==> src/rtl/avg_ser_pkg.sv <==
// Shared types and constants for the averaged-sample serializer.
// Build with AVG_SER_PARITY_EN defined to append an even parity bit.
package avg_ser_pkg;

   typedef enum logic [2:0] {
      IDLE,
      START,
      DATA,
      PARITY,
      STOP
   } state_t;

   localparam int BIT_CNT_W = 4;
   localparam int SAMPLE_W  = 6;

`ifdef AVG_SER_PARITY_EN
   localparam bit PARITY_EN  = 1'b1;
   localparam int FRAME_BITS = SAMPLE_W + 3;
`else
   localparam bit PARITY_EN  = 1'b0;
   localparam int FRAME_BITS = SAMPLE_W + 2;
`endif

   localparam int X_LSB = 0;
   localparam int Y_LSB = 2;
   localparam int T_LSB = 4;

endpackage

==> src/rtl/avg_ser_fifo.sv <==
// Word FIFO between the averager and the serial framer.
// Registered full flag; depth must be a power of two.
module avg_ser_fifo #(
   parameter int W     = 6,
   parameter int DEPTH = 4
) (
   input  logic                       clk,
   input  logic                       rst_n,
   input  logic                       push,
   input  logic                       pop,
   input  logic [W-1:0]               wdata,
   output logic [W-1:0]               rdata,
   output logic [$clog2(DEPTH+1)-1:0] count,
   output logic                       full,
   output logic                       empty
);

   localparam int AW = $clog2(DEPTH);
   localparam int CW = $clog2(DEPTH+1);

   logic [W-1:0]  mem [DEPTH];
   logic [AW-1:0] wr_ptr;
   logic [AW-1:0] rd_ptr;
   logic [CW-1:0] count_nxt;
   logic          push_ok;
   logic          pop_ok;

   assign empty   = (count == '0);
   assign push_ok = push & ~full;
   assign pop_ok  = pop & ~empty;
   assign rdata   = mem[rd_ptr];

   always_comb begin
      count_nxt = count;
      if (push_ok && !pop_ok)
         count_nxt = count + CW'(1);
      else if (pop_ok && !push_ok)
         count_nxt = count - CW'(1);
   end

   always_ff @(posedge clk) begin
      if (push_ok)
         mem[wr_ptr] <= wdata;
   end

   // Reset input is active-high despite its name.
   always_ff @(posedge clk or posedge rst_n) begin
      if (rst_n) begin
         wr_ptr <= '0;
         rd_ptr <= '0;
         count  <= '0;
         full   <= 1'b0;
      end else begin
         if (push_ok)
            wr_ptr <= wr_ptr + AW'(1);
         if (pop_ok)
            rd_ptr <= rd_ptr + AW'(1);
         count <= count_nxt;
         full  <= (count_nxt == CW'(DEPTH));
      end
   end

endmodule

==> src/rtl/avg_frame_serializer.sv <==
// Buffers packed {t,y,x} averages and sends each as a UART-style frame.
// AVG_SER_PARITY_EN adds an even parity bit after the data bits.
module avg_frame_serializer
   import avg_ser_pkg::*;
#(
   parameter int DATA_W       = 6,
   parameter int FIFO_DEPTH   = 4,
   parameter int CLKS_PER_BIT = 4
) (
   input  logic                            clk,
   input  logic                            rst_n,
   input  logic                            in_valid,
   input  logic [DATA_W-1:0]               in_data,
   output logic                            in_ready,
   output logic                            tx_out,
   output logic                            busy,
   output logic [$clog2(FIFO_DEPTH+1)-1:0] fifo_count,
   output logic                            overflow,
   input  logic                            clr_ovf
);

   localparam int BAUD_W = $clog2(CLKS_PER_BIT);

   state_t                 state;
   logic [BAUD_W-1:0]      baud;
   logic [BIT_CNT_W-1:0]   bit_idx;
   logic [DATA_W-1:0]      shift;
   logic                   par;
   logic [DATA_W-1:0]      head;
   logic                   full;
   logic                   empty;
   logic                   pop;
   logic                   drop;
   logic                   baud_end;

   assign in_ready = ~full;
   assign drop     = in_valid & full;
   assign pop      = (state == IDLE) & ~empty;
   assign baud_end = (baud == BAUD_W'(CLKS_PER_BIT - 1));

   avg_ser_fifo #(
      .W     (DATA_W),
      .DEPTH (FIFO_DEPTH)
   ) u_fifo (
      .clk   (clk),
      .rst_n (rst_n),
      .push  (in_valid),
      .pop   (pop),
      .wdata (in_data),
      .rdata (head),
      .count (fifo_count),
      .full  (full),
      .empty (empty)
   );

   always_ff @(posedge clk or posedge rst_n) begin
      if (rst_n) begin
         state    <= IDLE;
         baud     <= '0;
         bit_idx  <= '0;
         shift    <= '0;
         par      <= 1'b0;
         tx_out   <= 1'b1;
         busy     <= 1'b0;
         overflow <= 1'b0;
      end else begin
         if (drop)
            overflow <= 1'b1;
         else if (clr_ovf)
            overflow <= 1'b0;

         if (state != IDLE)
            baud <= baud_end ? '0 : baud + BAUD_W'(1);

         unique case (state)
            IDLE: begin
               if (!empty) begin
                  state  <= START;
                  shift  <= head;
                  par    <= ^head;
                  tx_out <= 1'b0;
                  baud   <= '0;
                  busy   <= 1'b1;
               end
            end
            START: begin
               if (baud_end) begin
                  state   <= DATA;
                  tx_out  <= shift[0];
                  shift   <= shift >> 1;
                  bit_idx <= '0;
               end
            end
            DATA: begin
               if (baud_end) begin
                  if (bit_idx == BIT_CNT_W'(DATA_W - 1)) begin
                     if (PARITY_EN) begin
                        state  <= PARITY;
                        tx_out <= par;
                     end else begin
                        state  <= STOP;
                        tx_out <= 1'b1;
                     end
                  end else begin
                     tx_out  <= shift[0];
                     shift   <= shift >> 1;
                     bit_idx <= bit_idx + BIT_CNT_W'(1);
                  end
               end
            end
            PARITY: begin
               if (baud_end) begin
                  state  <= STOP;
                  tx_out <= 1'b1;
               end
            end
            STOP: begin
               if (baud_end) begin
                  state <= IDLE;
                  busy  <= 1'b0;
               end
            end
            default: state <= IDLE;
         endcase
      end
   end

endmodule

==> config.mk <==
export PLATFORM = sky130hd
export DESIGN_NAME = avg_frame_serializer
export DESIGN_NICKNAME = d
export VERILOG_FILES = /design/src/rtl/avg_ser_pkg.sv /design/src/rtl/avg_ser_fifo.sv /design/src/rtl/avg_frame_serializer.sv
export SDC_FILE = /design/constraint.sdc
export NUM_CORES = 1
export LEC_CHECK = 0
export CAP_MARGIN = 10
export CORE_MARGIN = 5
export CORE_UTILIZATION = 52
export DETAILED_ROUTE_END_ITERATION = 8
export GPL_TIMING_DRIVEN = 0
export PLACE_DENSITY = 0.77
export SYNTH_ARGS = -nofsm -noshare
export SYNTH_HDL_FRONTEND = slang
export SYNTH_HIERARCHICAL = 1
export SYNTH_SLANG_ARGS = --single-unit
==> constraint.sdc <==
create_clock -name clk -period 1.88 [get_ports clk]
set_input_delay 0.282 -clock clk [delete_from_list [all_inputs] [get_ports clk]]
set_output_delay 0.282 -clock clk [all_outputs]
set_load 0.02 [all_outputs]
==> run summary, run 1 <==
Buffers on Ports = 16
Critical path class = reg2reg
Post-synthesis mux area share = 11.3%
Post-synth EDFFs = 24
Skew-Pair Late Insertion Delay = 0.29 ns
Pins Over Slew Limit = 0
Core area = 4660 um^2
IO Count = 17
R2R Path Start = u_fifo/count[1]
Mapped Area = 2450 um^2
Async SR Flop Fraction = 52.0%
Syn-to-layout area delta = 21.6%
Std-Cell Rows = 25
Startpoint types = flop
Total Nets Final = 246
Max Clk Rate = 537 MHz
CTS Sinks = 50
Area of the multi-input gates = 1030 um^2
Initial core utilization = 52.6%
Overall global routing resource usage = 14.7%
Maximum clock path buffer count = 2
Gr ovfl total = 0
Post-layout util = 64.0%
Yosys cell types = 47
Register area share after synthesis = 56.0%
Main combinational cell family by area after synthesis = multiplexers
RSZ-0062 raised after global routing = yes
Worst Max-Slew Pin Slew = 0.693 ns
Post-synthesis adder-cell area fraction = 5.10%
Final Hold Vio Count = 0
Initial DRC count = 54
Fillers = 353
Die Wd = 78.7 um
DRC Markers = 0
Via count = 1561
Routed wire length per instance = 15.5 um
Largest net degree at the start of global routing = 19
Hold_buf cts = 0
Yosys warns = 6
CP Launch Point = u_fifo/count[1]
GPL Wtd Cong = 0.822
Final instance area = 2980 um^2
P_leak = 1.21 nW
Post-synthesis simple-gate area fraction = 11.1%
DP Wirelength = 2890 um
Post-DRT Antenna Nets = 0
Fin crit share = 99.0%
CP Max Fanout = 7
Final wirelength = 4350 um
Die area = 6190 um^2
Post-layout min period = 1.86 ns
PD cells = 1670 nW/um^2
Overall die height = 78.7 um
Fin Clk Skew = 0.00452 ns
First-pass GRT wire length = 7130 um
Cells after Synth = 190
Vias/cell = 5.56
Antenna cells = 0
CTS tree = yes
H-tree Lvls = 2
Mapped Avg Cell Area = 12.9 um^2
Most frequent cells in the layout = edfxtp_1, dfrtp_1, buf_4
Root buf cell = clkbuf_8
Share of layout cells above drive strength 1 = 30.4%
Commonest non-fill, non-tap cell in the layout = edfxtp_1
Worst path arrival time = 2.07 ns
Clock slew at reported path FFs = 0.09 ns
Critical path required time = 2.09 ns
Max-cap viol count = 0
Num CTS Buffers = 5
Worst Hold Class = in2async
Synth Area in XOR/XNOR = 1.43%
Post-synthesis compound-gate area fraction = 10.7%
Register area = 1380 um^2
Placed Area = 2710 um^2
Vias in the first global route = 1498
Pre-antenna DRT Iters = 4
Initial antenna violation count = 0
Crit. End Element = flop
Primary FF master, synth = dfrtp_1
Worst slew margin = 53.7%
Synth Net Count = 210
Endpoints failing setup = 0
Peak supply drop = 0.000970 V
Synthesized flop and latch total = 50
Status = completed
[power by group]
group	internal, W	switching, W	leakage [nW]
sequential	0.00151	0.000176	0.531
clock	0.000406	0.000362	0.0591
combinational	0.00134	0.00118	0.617
[synth_stat cells, types with 2 or more instances]
library cell  instances  area (um^2)
mux2_4                5         75.1
o21ai_0              10         50.1
nand2b_1              3         18.8
inv_1                13         48.8
edfxtp_1             24          721
a41oi_1               2         17.5
nand2_1              10         37.5
a21oi_1              10         50.1
mux4_2                6          135
nand3_1               8         40.0
nand4_1               2         12.5
a21o_1                2         15.0
nand2b_4              2         27.5
dfrtp_1              25          626
clkbuf_1              4         15.0
buf_2                 3         15.0
and2b_1               4         30.0
mux2_2                5         56.3
and2_1                4         25.0
nor2_1                6         22.5
a211o_1               2         17.5
o31ai_1               2         15.0
buf_6                 2         22.5
xnor2_1               4         35.0
ha_1                 10          125
[worst paths after layout]
| path | cells past startpoint | to | slack [ns] |
|---|---|---|---|
| max reg2reg | 9 | u_fifo/full | 0.02 |
| max | 9 | u_fifo/full | 0.02 |
| min in group clk | 1 | bit_idx[3] | 0.50 |
| min reg2reg | 1 | bit_idx[3] | 0.50 |
| min | 2 | u_fifo/full | 0.29 |
| max in group asynchronous | 2 | bit_idx[0] | 0.97 |
[metal layers]
layer,global-route usage [%],vias up,share of wire (%)
li1,-,766,-
met1,19.3,770,46
met2,24.2,23,51
met3,4.01,2,2.9
met4,3.67,0,0.51
met5,0,-,0
[state kept, by name (all words and copies together), names as in the netlist, 2 cells and up]
name	cells
u_fifo/mem	24
shift	6
bit_idx	4
state	3
u_fifo/count	3
baud	2
u_fifo/rd_ptr	2
u_fifo/wr_ptr	2
[critical path, cell delays in order (launching register included)]
cell	delay [ns]
dfrtp_2	0.40
inv_4	0.05
ha_4	0.16
nand2b_4	0.12
inv_6	0.06
nor3_4	0.31
buf_6	0.16
nand4_1	0.09
a21o_1	0.19
a221oi_2	0.22
[layout make-up]
type	instances	area share, %
multi-input cells	117	34.6
repair buffers	33	9.78
flip-flops and latches	50	46.2
inverters	13	1.97
clock buffers	5	2.31
well taps	54	2.27
clock inverters	3	1.59
plain buffers	6	1.26
[logic make-up after synthesis]
logic type	after synthesis
adders and majority gates	10
AOI/OAI and AO/OA	39
buffers and inverters	23
muxes	17
DFF	50
xor gates and xnor gates	4
and+or+nand+nor	47
[stage by stage]
| step | worst slack (ns) | TNS (ns) | hold slack (ns) | power (W) | instances |
|---|---|---|---|---|---|
| floorplan | 0.00353 | 0 | 0.0975 | 0.00340 | 190 |
| global placement | -0.145 | -0.475 | 0.473 | 0.00382 | 260 |
| detailed placement | -0.169 | -0.851 | 0.477 | 0.00389 | 260 |
| CTS | 0.0165 | 0 | 0.289 | 0.00478 | 270 |
| global route | -0.103 | -0.123 | 0.298 | 0.00533 | 281 |
| finish | 0.0184 | 0 | 0.286 | 0.00498 | 281 |
[repair_timing]
action	4_1_cts	5_1_grt
pin swaps	3	5
setup buffers	4	13
gates resized for setup	12	11
setup endpoints to repair	10	8
Power figures use the tool's default switching activity.
==> run 2, diff against run 1 <==
--- a/config.mk
+++ b/config.mk
@@ -10,2 +10,3 @@
 export CORE_UTILIZATION = 52
+export CTS_CLUSTER_DIAMETER = 30
 export DETAILED_ROUTE_END_ITERATION = 8
--- a/constraint.sdc
+++ b/constraint.sdc
@@ -3,2 +3,2 @@
 set_output_delay 0.282 -clock clk [all_outputs]
-set_load 0.02 [all_outputs]
+set_load 0.05 [all_outputs]
==> run 2 against run 1 <==
  * The run now ends with setup timing left
  * Clock skew rose by 0.0030 ns
  * Non-clock buffer count shrank 1
  * Utilization down 0.19 points
  * Sequential share of layout area rose by 0.052 points
  * Critical endpoint is now shift[5]
  * Highest routed layer unchanged
==> run summary, run 2 (synthesis gave the netlist of run 1 again) <==
CTS tree = yes
IO Count = 17 (unchanged)
Largest Register = u_fifo/mem
Worst setup margin = -0.0356 ns (-0.0540 ns)
Pint = 0.00314 W (-3.6%)
Std-Cell Rows = 25 (unchanged)
Share of layout cells above drive strength 1 = 31.0% (+0.58 points)
Syn-to-layout area delta = 21.2%
Combinational Power Share = 53.3% (+2.6 points)
CTS Sinks = 50 (unchanged)
Crit. End Element = flop
Post-DRT Antenna Nets = 0 (unchanged)
R2R Path Start = u_fifo/count[0]
Critical path required time = 2.07 ns (-0.02 ns)
Endpoints failing setup = 6 (+6)
P_leak = 1.22 nW (+0.91%)
Placed Area = 2710 um^2 (+0.28%)
PD cells = 1690 nW/um^2 (+1.3%)
Final wirelength = 4330 um (-0.37%)
Post-layout util = 63.8% (-0.19 points)
Sequential power share = 33.7% (-0.2 points)
Routed wire length per instance = 15.5 um (about the same)
Initial DRC count = 90 (+67%)
CP Launch Point = u_fifo/count[0]
PnR Total Power = 0.00503 W (+0.97%)
Fin Clk Skew = 0.00748 ns (+0.00296 ns)
Initial core utilization = 52.6% (unchanged)
Buffers on Ports = 16 (unchanged)
H-tree Lvls = 2 (unchanged)
Critical path class = reg2reg
Gr ovfl total = 0 (unchanged)
Core area = 4660 um^2 (unchanged)
Clk pwr share = 13.0% (-2.4 points)
Overall die height = 78.7 um (unchanged)
Initial antenna violation count = 0 (unchanged)
Commonest non-fill, non-tap cell in the layout = edfxtp_1
Vias/cell = 5.69 (+2.4%)
Worst path arrival time = 2.11 ns (+0.04 ns)
Clock slew at reported path FFs = 0.10 ns (about the same)
Largest net degree at the start of global routing = 19 (unchanged)
Skew-Pair Late Insertion Delay = 0.30 ns (about the same)
Top Registers = u_fifo/mem (24), shift (6), bit_idx (4)
Fin Hold WS = 0.254 ns (-0.0315 ns)
Root buf cell = clkbuf_8
Num CTS Buffers = 5 (unchanged)
Max Clk Rate = 522 MHz (-2.8%)
Maximum clock path buffer count = 2 (unchanged)
Flop-to-flop setup slack = -0.04 ns (-0.05 ns)
Dpl ws = -0.226 ns (-0.0573 ns)
Vias in the first global route = 1486 (-0.80%)
Pins Over Slew Limit = 0 (unchanged)
Overall global routing resource usage = 14.6% (-0.11 points)
DP Wirelength = 2850 um (-1.5%)
Worst Max-Slew Pin Slew = 0.697 ns (+0.00411 ns)
GPL Wtd Cong = 0.800 (-2.6%)
Via count = 1592 (+2.0%)
First-pass GRT wire length = 7020 um (-1.6%)
Final instance area = 2970 um^2 (-0.29%)
Peak supply drop = 0.00102 V (+5.5%)
Crit Reg-Reg Endpoint = shift[5]
Die area = 6190 um^2 (unchanged)
Startpoint types = flop
Worst Hold Class = in2async
Pre-antenna DRT Iters = 4 (unchanged)
Setup crit end = shift[5]
Post-layout min period = 1.92 ns (+0.0540 ns)
Worst slew margin = 53.5% (-0.27 points)
Worst Reg-to-Reg Cells = 9 (unchanged)
Failing checks = setup timing
Antenna cells = 0 (unchanged)
Status = complete, but fails checks
Sw Share = 37.6% (+3.0 points)
Die Wd = 78.7 um (unchanged)
CP Max Fanout = 6 (-1)
Switching power = 0.00189 W (+9.7%)
Final Hold Vio Count = 0 (unchanged)
Max-cap viol count = 0 (unchanged)
Most frequent cells in the layout = edfxtp_1, dfrtp_1, buf_4
Fin crit share = 102% (+2.9 points)
DRC Markers = 0 (unchanged)
RSZ-0062 raised after global routing = yes
Total Nets Final = 245 (-0.41%)
Max reg flops = 24 (unchanged)
run 2: cell count changes in the layout (fill, tap and decap cells not counted), sizes merged:
cell	delta
dlygate4sd2	+1
bufinv	-1
clkinv	+2
inv	-1
clkdlybuf4s50	-4
dlymetal6s2s	+2
run 2: how the worst min path moves through the flow:
stage                     from               to  slack [ns]  cells after the start
finish                   rst_n      u_fifo/full        0.25                      2
detailed placement  bit_idx[3]       bit_idx[3]        0.47                      1
CTS                      rst_n      u_fifo/full        0.26                      2
floorplan                rst_n  u_fifo/count[2]         0.1                      1
global route             rst_n      u_fifo/full        0.30                      2
global placement    bit_idx[3]       bit_idx[3]        0.47                      1
run 2: critical path, cell delays in order (launching register included):
cell and delay [ns]:
dfrtp_2 0.41, inv_4 0.06, ha_4 0.17, nand2b_4 0.10, clkinv_4 0.08, buf_6 0.12
nor2_4 0.07, a21oi_2 0.03, a221o_2 0.45, mux2_4 0.32
run 2: repair_timing:
item / in CTS / in global routing
setup buffers: 0 / 13
pin swaps: 0 / 9
endpoints found under the setup margin: 10 / 11
gates resized for setup: 5 / 21
hold buffers: 0 / 0
run 2: layer usage:
metal	share of wire [%]	vias up	routed length, um	track usage, %
met5	0	-	0	0
met4	1.0	0	44	5.07
met3	3.4	5	147	4.01
met2	50	28	2180	22.9
met1	45	798	1960	19.6
li1	-	761	-	-
run 2: cell type report:
class	count	area, um^2
Buffer	9	71.3
Clock buffer	5	68.8
Clock inverter	3	26.3
Fill cell	350	1690
Inverter	13	56.3
Multi-Input combinational cell	117	1040
Sequential cell	50	1380
Tap cell	54	67.6
Timing Repair Buffer	29	267
run 2: metrics by stage:
| step | TNS (ns) | std cells |
|---|---|---|
| floorplan | -0.0146 | 190 |
| global placement | -0.401 | 260 |
| detailed placement | -0.477 | 260 |
| CTS | -0.0198 | 267 |
| global route | -0.420 | 280 |
| finish | -0.0619 | 280 |
run 2: power by group through the flow:
stage | registers (W) | clock network (W) | logic (W)
5_1_grt | 0.00173 | 0.000722 | 0.00292
3_3_place_gp | 0.00170 | 0 | 0.00229
3_5_place_dp | 0.00172 | 0 | 0.00234
2_1_floorplan | 0.00185 | 0 | 0.00171
6_report | 0.00170 | 0.000653 | 0.00268
4_1_cts | 0.00170 | 0.000674 | 0.00237
==> run 3, diff against run 2 <==
Settings changed: CAP_MARGIN 10 to unset.
==> results of run 3 <==
Final layout, timing and power as in run 2 (identical DEF).
